===== config.mk =====
export PLATFORM = sky130hd
export DESIGN_NAME = diagv2_test_sequencer
export DESIGN_NICKNAME = d
export VERILOG_FILES = /design/src/rtl/diagv2_test_sequencer.sv
export SDC_FILE = /design/constraint.sdc
export NUM_CORES = 1
export LEC_CHECK = 0
export BUFFER_PORTS_ARGS = -buffer_cell sky130_fd_sc_hd__buf_4
export CORE_MARGIN = 2
export CORE_UTILIZATION = 43
export CTS_CLUSTER_SIZE = 20
export DETAILED_ROUTE_END_ITERATION = 10
export GPL_ROUTABILITY_DRIVEN = 1
export PLACE_DENSITY = 0.82
export SETUP_SLACK_MARGIN = 0.05
export SLEW_MARGIN = 20
export SYNTH_ARGS = -nofsm -noshare
export SYNTH_HDL_FRONTEND = slang
export SYNTH_SLANG_ARGS = --single-unit
export TNS_END_PERCENT = 10

===== constraint.sdc =====
create_clock -name clk -period 2 [get_ports clk]
set_input_delay 0.3 -clock clk [delete_from_list [all_inputs] [get_ports clk]]
set_output_delay 0.3 -clock clk [all_outputs]
set_load 0.05 [all_outputs]

===== src/rtl/diagv2_test_sequencer.sv =====
// Regression sequencer for diagv2_top: loads each test image, runs the core until
// exit ecall, bad call or watchdog expiry, then records the outcome and keeps totals.
module diagv2_test_sequencer #(
    parameter int NUM_TESTS      = 50,
    parameter int XLEN           = 64,
    parameter int TIMEOUT_CYCLES = 100000,
    parameter int EXIT_CALL      = 93,
    parameter int BAD_CALL_MODE  = 0,
    parameter int IW             = $clog2(NUM_TESTS + 1)
) (
    input  logic            clk,
    input  logic            reset_n,
    input  logic            start,
    output logic            load_req,
    output logic [IW-1:0]   load_idx,
    input  logic            load_done,
    output logic            core_reset,
    output logic            core_clk_en,
    input  logic            ecall,
    input  logic [XLEN-1:0] sys_call,
    input  logic [XLEN-1:0] arg0,
    output logic            result_valid,
    output logic [1:0]      result_status,
    output logic [XLEN-1:0] result_code,
    output logic [IW-1:0]   pass_count,
    output logic [IW-1:0]   fail_count,
    output logic [IW-1:0]   bad_call_count,
    output logic            busy,
    output logic            done
);

    localparam int WW = $clog2(TIMEOUT_CYCLES);
    localparam logic [WW-1:0]   WD_LAST  = WW'(TIMEOUT_CYCLES - 1);
    localparam logic [IW-1:0]   LAST_IDX = IW'(NUM_TESTS - 1);
    localparam logic [XLEN-1:0] EXIT_ID  = XLEN'(EXIT_CALL);

    localparam logic [1:0] ST_PASS    = 2'd0;
    localparam logic [1:0] ST_FAIL    = 2'd1;
    localparam logic [1:0] ST_BADCALL = 2'd2;
    localparam logic [1:0] ST_TIMEOUT = 2'd3;

    typedef enum logic [2:0] {
        S_IDLE, S_LOAD, S_RELEASE, S_RUN, S_RECORD, S_DONE
    } state_t;

    state_t          state, state_n;
    logic [WW-1:0]   watchdog, watchdog_n;
    logic            load_req_n, core_reset_n, core_clk_en_n;
    logic [IW-1:0]   load_idx_n, pass_count_n, fail_count_n, bad_call_count_n;
    logic            result_valid_n, busy_n, done_n;
    logic [1:0]      result_status_n;
    logic [XLEN-1:0] result_code_n;

    logic            fin;
    logic [1:0]      fin_status;
    logic [XLEN-1:0] fin_code;

    always_ff @(posedge clk or negedge reset_n) begin
        if (!reset_n) begin
            state          <= S_IDLE;
            watchdog       <= '0;
            load_req       <= 1'b0;
            load_idx       <= '0;
            core_reset     <= 1'b1;
            core_clk_en    <= 1'b0;
            result_valid   <= 1'b0;
            result_status  <= ST_PASS;
            result_code    <= '0;
            pass_count     <= '0;
            fail_count     <= '0;
            bad_call_count <= '0;
            busy           <= 1'b0;
            done           <= 1'b0;
        end else begin
            state          <= state_n;
            watchdog       <= watchdog_n;
            load_req       <= load_req_n;
            load_idx       <= load_idx_n;
            core_reset     <= core_reset_n;
            core_clk_en    <= core_clk_en_n;
            result_valid   <= result_valid_n;
            result_status  <= result_status_n;
            result_code    <= result_code_n;
            pass_count     <= pass_count_n;
            fail_count     <= fail_count_n;
            bad_call_count <= bad_call_count_n;
            busy           <= busy_n;
            done           <= done_n;
        end
    end

    always_comb begin
        state_n          = state;
        watchdog_n       = watchdog;
        load_req_n       = load_req;
        load_idx_n       = load_idx;
        core_reset_n     = core_reset;
        core_clk_en_n    = core_clk_en;
        result_valid_n   = 1'b0;
        result_status_n  = result_status;
        result_code_n    = result_code;
        pass_count_n     = pass_count;
        fail_count_n     = fail_count;
        bad_call_count_n = bad_call_count;
        busy_n           = busy;
        done_n           = done;
        fin              = 1'b0;
        fin_status       = ST_PASS;
        fin_code         = '0;

        case (state)
            S_IDLE, S_DONE: begin
                if (start) begin
                    state_n          = S_LOAD;
                    load_req_n       = 1'b1;
                    load_idx_n       = '0;
                    pass_count_n     = '0;
                    fail_count_n     = '0;
                    bad_call_count_n = '0;
                    busy_n           = 1'b1;
                    done_n           = 1'b0;
                end
            end
            S_LOAD: begin
                if (load_done) begin
                    load_req_n = 1'b0;
                    state_n    = S_RELEASE;
                end
            end
            S_RELEASE: begin
                core_reset_n  = 1'b0;
                core_clk_en_n = 1'b1;
                watchdog_n    = '0;
                state_n       = S_RUN;
            end
            S_RUN: begin
                watchdog_n = watchdog + 1'b1;
                if (ecall && sys_call == EXIT_ID) begin
                    fin        = 1'b1;
                    fin_status = (arg0 == '0) ? ST_PASS : ST_FAIL;
                    fin_code   = arg0;
                end else begin
                    // Saturate so a chatty core in ignore mode cannot wrap the count.
                    if (ecall && bad_call_count != '1)
                        bad_call_count_n = bad_call_count + 1'b1;
                    if (ecall && BAD_CALL_MODE == 0) begin
                        fin        = 1'b1;
                        fin_status = ST_BADCALL;
                        fin_code   = arg0;
                    end else if (watchdog == WD_LAST) begin
                        fin        = 1'b1;
                        fin_status = ST_TIMEOUT;
                    end
                end
            end
            S_RECORD: begin
                if (load_idx == LAST_IDX) begin
                    state_n = S_DONE;
                    done_n  = 1'b1;
                    busy_n  = 1'b0;
                end else begin
                    state_n    = S_LOAD;
                    load_idx_n = load_idx + 1'b1;
                    load_req_n = 1'b1;
                end
            end
            default: state_n = S_IDLE;
        endcase

        // Outcome and totals become visible together in the RECORD cycle.
        if (fin) begin
            state_n         = S_RECORD;
            core_clk_en_n   = 1'b0;
            core_reset_n    = 1'b1;
            result_valid_n  = 1'b1;
            result_status_n = fin_status;
            result_code_n   = fin_code;
            if (fin_status == ST_PASS) pass_count_n = pass_count + 1'b1;
            else                       fail_count_n = fail_count + 1'b1;
        end
    end

endmodule


==> results of run 1 <==
## where the power goes
part	total, mW	leakage [nW]	switching, mW	internal [mW]
combinational	5.83	2.09	3.83	2.00
clock	3.40	0.330	1.06	2.33
sequential	3.64	1.50	0.529	3.11
## cells in the final DEF (no fill, tap or decap), types with 3 or more instances in the layout
cell type  synthesis  layout
a211o_1            4       4
a21o_1             7       7
a21oi_1           14      12
a22o_1            64      64
buf_12             0       3
buf_4              0     262
bufinv_16          0       5
clkbuf_16          0      17
clkbuf_8           0       4
clkinv_2           0       5
dfrtp_1          115     114
ha_1               6       5
inv_1              9       9
mux2i_1            5       5
nand2_1           38      38
nand2b_1           7       7
nand3_1           18      18
nand3b_1           3       3
nand4_1           13      13
nor2_1            18      18
nor2b_1            3       3
nor3_1             5       5
nor4_1            28      26
nor4_2             3       5
o211ai_1           3       3
o21ai_0           17      16
o22ai_1            5       5
o31ai_1            5       5
or2_2              4       4
xnor2_1            5       5
xor2_1             4       4
## area by class of cell
class / count / area [um^2]
Tap cell: 147 / 184
Clock inverter: 10 / 175
Inverter: 9 / 33.8
Sequential cell: 116 / 2910
Timing Repair Buffer: 266 / 2040
Fill cell: 875 / 3880
Multi-Input combinational cell: 314 / 2210
Clock buffer: 22 / 484
## cell families (layout without fill, tap and decap cells)
group | after synthesis | in the layout | share of synthesized area [%]
XOR/XNOR | 9 | 9 | 1.52
multiplexers | 5 | 5 | 0.964
AND/OR/NAND/NOR | 166 | 166 | 18.5
buffers and inverters | 34 | 307 | 2.75
AO/OA/AOI/OAI | 128 | 128 | 18.8
adder cells (fa/ha/maj) | 6 | 6 | 1.45
flip-flops | 116 | 116 | 56.0
## what timing repair did
item                       CTS  global route
pin swaps                    2             3
setup buffers                2             3
hold endpoints to repair    29             0
hold buffers                 1             0
setup endpoints to repair    4            10
resized for setup            5            10
## state kept, by name, indices dropped and copies added (netlist names), 2 cells and up
register / count
result_code: 64
watchdog: 17
bad_call_count: 6
fail_count: 6
load_idx: 6
pass_count: 6
state: 3
result_status: 2
## routing by layer
| layer | wire length [um] | share of wire (%) | GRT usage, % | up-vias |
|---|---|---|---|---|
| met5 | 0 | 0 | 0 | - |
| met4 | 303 | 1.8 | 7.89 | 0 |
| met3 | 1190 | 7.1 | 8.29 | 27 |
| met2 | 8590 | 51 | 44.6 | 222 |
| met1 | 6600 | 40 | 32.3 | 2465 |
| li1 | - | - | - | 2289 |
## stage by stage
| step | util [%] | power (mW) | instances | worst slack (ns) |
|---|---|---|---|---|
| after floorplan | - | 7.40 | 464 | 0.0727 |
| after global placement | 61.0 | 9.27 | 846 | -0.151 |
| after detailed placement | 61.0 | 9.42 | 846 | -0.178 |
| after CTS | 66.9 | 12.9 | 881 | 0.0449 |
| after global routing | 67.4 | 13.4 | 884 | 0.0237 |
| final | 67.4 | 12.9 | 884 | 0.102 |
## final timing paths
kind / depth (start not counted) / slack (ns) / to / from
setup / recovery: 6 / 0.10 / fail_count[2] / watchdog[14]
hold / removal: 2 / 0.11 / result_code[18] / arg0[18]
setup reg to reg: 6 / 0.10 / fail_count[2] / watchdog[14]
hold reg to reg: 1 / 0.48 / result_status[1] / result_status[1]
max in group asynchronous: 3 / 0.99 / result_code[21] / reset_n
min in group asynchronous: 2 / 0.41 / result_code[6] / reset_n
==> impl_metrics.csv, run 1 <==
group,metric,value,unit
synthesis,yosys-top-cells-count,"dfrtp_1, a22o_1, nand2_1",
setup_path,critical_path_class,"reg2reg",
detailed_routing,dr.first_iter.drc_count,284,
place,hpwl,12200,um
timing,fin_setup_tns,0,ns
setup_path,cp_cell_sequence,"nor4bb_2 -> and4_4 -> o21ai_4 -> a31o_4 -> and2_4 -> a211o_1",
detailed_routing,dr.pass1.iters,5,
timing,period_minus_slack,1.90,ns
clock_network,cts_sinks,116,
synthesis,synth_edf_count,0,
global_route,track_usage,26.3,%
power,p_per_area,1600,mW/mm^2
synthesis,ys_ff_latch,116,
synthesis,ys_types,55,
timing,final.setup_skew,0.0144,ns
synthesis,synth.area.top_cells,"dfrtp_1, a22o_1, nor4_1, nand2_1, nand3_1",
layout,insertedDiodeCount,0,
global_route,grt.overflow.total,0,
synthesis,synth_cells,464,
synthesis,dominantRegCellSynth,"dfrtp_1",
clock_network,clk_pin_slew,0.05,ns
global_route,grt_max_degree,65,
setup_path,path_max_fanout,5,
setup_path,critPathArrivalTime,2.20,ns
place,placed_area,0.00727,mm^2
timing,fmax,0.527,GHz
floorplan,boundaryPins,229,
run_status,status,"finished, final reports clean",
synthesis,synth_area,0.00519,mm^2
synthesis,synth.most_common_cell,"dfrtp_1",
detailed_routing,wl_per_cell,18.9,um
setup_path,cp-end-kind,"flop",
detailed_routing,route.antenna.remaining_nets,0,
timing,fin_crit_sh,94.9,%
timing,hold_viol_final,0,
layout,nNetsFinal,863,
detailed_routing,drc_errors,0,
timing,worst_slew_pin_slew,0.670,ns
setup_path,slowest_delay,0.38,ns
synthesis,synth_area_per_cell,11.2,um^2
place,place.gp.congestion,0.869,
floorplan,die_width,114,um
timing,max_slew_margin,55.4,%
timing,setup_viol,0,
timing,slew_viol_final,0,
setup_path,cp_slowest_cell,"dfrtp_1",
synthesis,async_reset_ff_share,100,%
place,portBuffers,228,
power,leakage,3.92,nW
global_route,grt_pass1_vias,5236,
clock_network,h-tree-depth,4,
detailed_routing,wirelength,16700,um
job,drv_cap,0,
setup_path,crit_required,2.30,ns
timing,hold_ws,0.110,ns
power,irDropWorstVdd,1.38,mV
floorplan,die_area,0.0130,mm^2
clock_network,root_buffer,"clkbuf_16",
setup_path,worst-path-buf-inv,0,
floorplan,start_util,43.6,%
clock_network,clk_path_buf_depth,2,
setup_path,cp-start-kind,"flop",
floorplan,die_y,114,um
global_route,grt_pass1_wl,26700,um
layout,final_design_area_no_fill,0.00803,mm^2
synthesis,syn_nets,603,
floorplan,core_area,0.0119,mm^2
clock_network,cts_tree,"done",
synthesis,synth-seq-area-share,56.0,%
timing,rsz0062_at_grt,"no",
detailed_routing,num_vias,5003,
clock_network,clk_latency,0.42,ns
floorplan,fp-row-count,40,
synthesis,yosysWarnings,0,
layout,drive_above_1_share,44.2,%
synthesis,synth_largest_area_cell,"dfrtp_1",
layout,area_growth,54.7,%
global_route,antenna_found_initial,0,
synthesis,synth_top_area_share,55.4,%
detailed_routing,viasPerCell,5.66,
min_path,hold_class,"in2reg",
clock_network,cts_buffers,17,
setup_path,crit_family,"simple AND/OR/NAND/NOR gates",
No activity file was read; power rests on OpenSTA's default activity.
==> run 2, diff against run 1 <==
Settings changed: BUFFER_PORTS_ARGS -buffer_cell sky130_fd_sc_hd__buf_4 to -buffer_cell sky130_fd_sc_hd__buf_2.
==> impl_metrics.csv, run 2 (synthesized netlist as in run 1, its figures left out) <==
group,metric,value,unit
power,pwr-share-comb,45.1,%
setup_path,crit_required,2.27,ns
layout,final_common_cell,"buf_2",
clock_network,clk_pin_slew,0.06,ns
clock_network,root_buffer,"clkbuf_16",
setup_path,cp-startpoint,"state[2]",
timing,fin_ws,0.0927,ns
layout,reg.largest.list,"result_code x64, watchdog x17",
timing,fin_setup_tns,0,ns
place,hpwl,11300,um
timing,period_minus_slack,1.91,ns
layout,regArea,0.00291,mm^2
min_path,min_from,"arg0[5]",
power,p_per_area,1610,mW/mm^2
clock_network,h-tree-depth,4,
power,p_clk_share,24.6,%
global_route,antenna_found_initial,0,
global_route,grt_max_degree,117,
job,drv_cap,0,
detailed_routing,wirelength,15500,um
detailed_routing,viasPerCell,5.60,
timing,setup_viol,0,
setup_path,timing.rr.start,"state[2]",
layout,largest_register_ffs,64,
global_route,grt.overflow.total,0,
global_route,track_usage,24.5,%
timing,fmax,0.524,GHz
floorplan,fp-row-count,40,
layout,area_growth,41.5,%
clock_network,cts_sinks,116,
setup_path,critPathArrivalTime,2.18,ns
floorplan,die_area,0.0130,mm^2
detailed_routing,dr.pass1.iters,5,
setup_path,r2r_setup_slack,0.09,ns
detailed_routing,dr.first_iter.drc_count,281,
floorplan,die_width,114,um
setup_path,slowest_delay,0.44,ns
timing,fin_crit_sh,95.4,%
layout,n_fill_cell,961,
timing,slew_viol_final,0,
floorplan,boundaryPins,229,
setup_path,critical_path_class,"reg2reg",
timing,rsz0062_at_grt,"yes",
power,power,11.8,mW
global_route,grt_pass1_wl,24900,um
place,portBuffers,228,
run_status,status,"finished, final reports clean",
floorplan,core_area,0.0119,mm^2
timing,worst_slew_pin_slew,0.674,ns
floorplan,die_y,114,um
timing,final.setup_skew,0.0192,ns
power,internal_power,6.45,mW
detailed_routing,route.antenna.remaining_nets,0,
clock_network,clk_path_buf_depth,2,
layout,nNetsFinal,863,
power,seq_power_share,30.3,%
floorplan,start_util,43.6,%
place,place.gp.congestion,0.929,
power,power.switching,5.36,mW
power,switching_share,45.4,%
setup_path,cp_slowest_cell,"nor4b_1",
layout,top_register,"result_code",
clock_network,cts_buffers,17,
detailed_routing,drc_errors,0,
layout,mostFrequentLayoutCells,"buf_2, dfrtp_1, a22o_1",
min_path,hold_class,"in2reg",
power,leakage,3.71,nW
setup_path,crit_family,"simple AND/OR/NAND/NOR gates",
layout,drive_above_1_share,43.8,%
power,irDropWorstVdd,1.39,mV
global_route,grt_pass1_vias,5037,
setup_path,cp-end-kind,"flop",
setup_path,cp-start-kind,"flop",
timing,max_slew_margin,55.1,%
setup_path,cp_cell_sequence,"and3b_2 -> and2_2 -> o21ai_0 -> nor4b_1 -> xnor2_1 -> nor2_1",
setup_path,worst-path-buf-inv,0,
clock_network,clk_latency,0.42,ns
timing,hold_viol_final,0,
detailed_routing,wl_per_cell,17.5,um
layout,multi_input_area,0.00220,mm^2
detailed_routing,num_vias,4951,
clock_network,cts_tree,"done",
place,dp_slack,-0.250,ns
setup_path,path_max_fanout,5,
layout,insertedDiodeCount,0,
layout,final_util,61.6,%
[run 2: cell types whose count changed in the layout (fill, tap and decap cells not counted), sizes merged]
cell,before,now
bufinv,5,2
clkbuf,22,19
clkinvlp,0,5
inv,9,10
[run 2: repair_timing]
action	CTS	global route
setup buffers	0	2
hold buffers	1	0
endpoints found under the setup margin	12	21
hold endpoints to repair	3	0
resized for setup	4	11
pin swaps	2	5
[run 2: final timing paths]
kind / end / cells after the start
setup reg to reg: bad_call_count[3] / 6
hold reg to reg: core_reset / 2
max in group asynchronous: load_idx[1] / 3
min in group asynchronous: result_code[48] / 3
setup / recovery: bad_call_count[3] / 6
hold / removal: result_code[5] / 2
[run 2: cell type report]
| cell class | count | share of cell area [%] |
|---|---|---|
| flip-flops and latches | 116 | 39.6 |
| clock inverters | 13 | 1.84 |
| clock buffers | 19 | 5.90 |
| multi-input cells | 314 | 30.0 |
| well taps | 147 | 2.50 |
| repair buffers | 266 | 19.8 |
| inverters | 9 | 0.460 |
[run 2: routing by layer]
layer	vias up	part of all wire, %	global-route usage (%)
met5	-	0	0
met4	0	1.7	8.70
met3	24	6.1	6.59
met2	207	50	40.0
met1	2429	42	31.5
li1	2291	-	-
[run 2: per-stage QoR]
stage                     hold WS [ns]  cell area, um^2  instances
after floorplan                0.00441             5190        464
after global placement           0.425             6700        849
after detailed placement         0.439             6700        849
after CTS                        0.106             7300        882
after global routing             0.118             7340        884
final                            0.113             7340        884
[run 2: power by group through the flow]
stage / Combinational (mW) / Sequential (mW) / Clock, mW
after floorplan: 1.42 / 5.97 / 0
after global placement: 5.18 / 3.56 / 0
after detailed placement: 5.31 / 3.56 / 0
after CTS: 5.30 / 3.58 / 2.94
after global routing: 5.61 / 3.67 / 3.06
final: 5.33 / 3.58 / 2.90
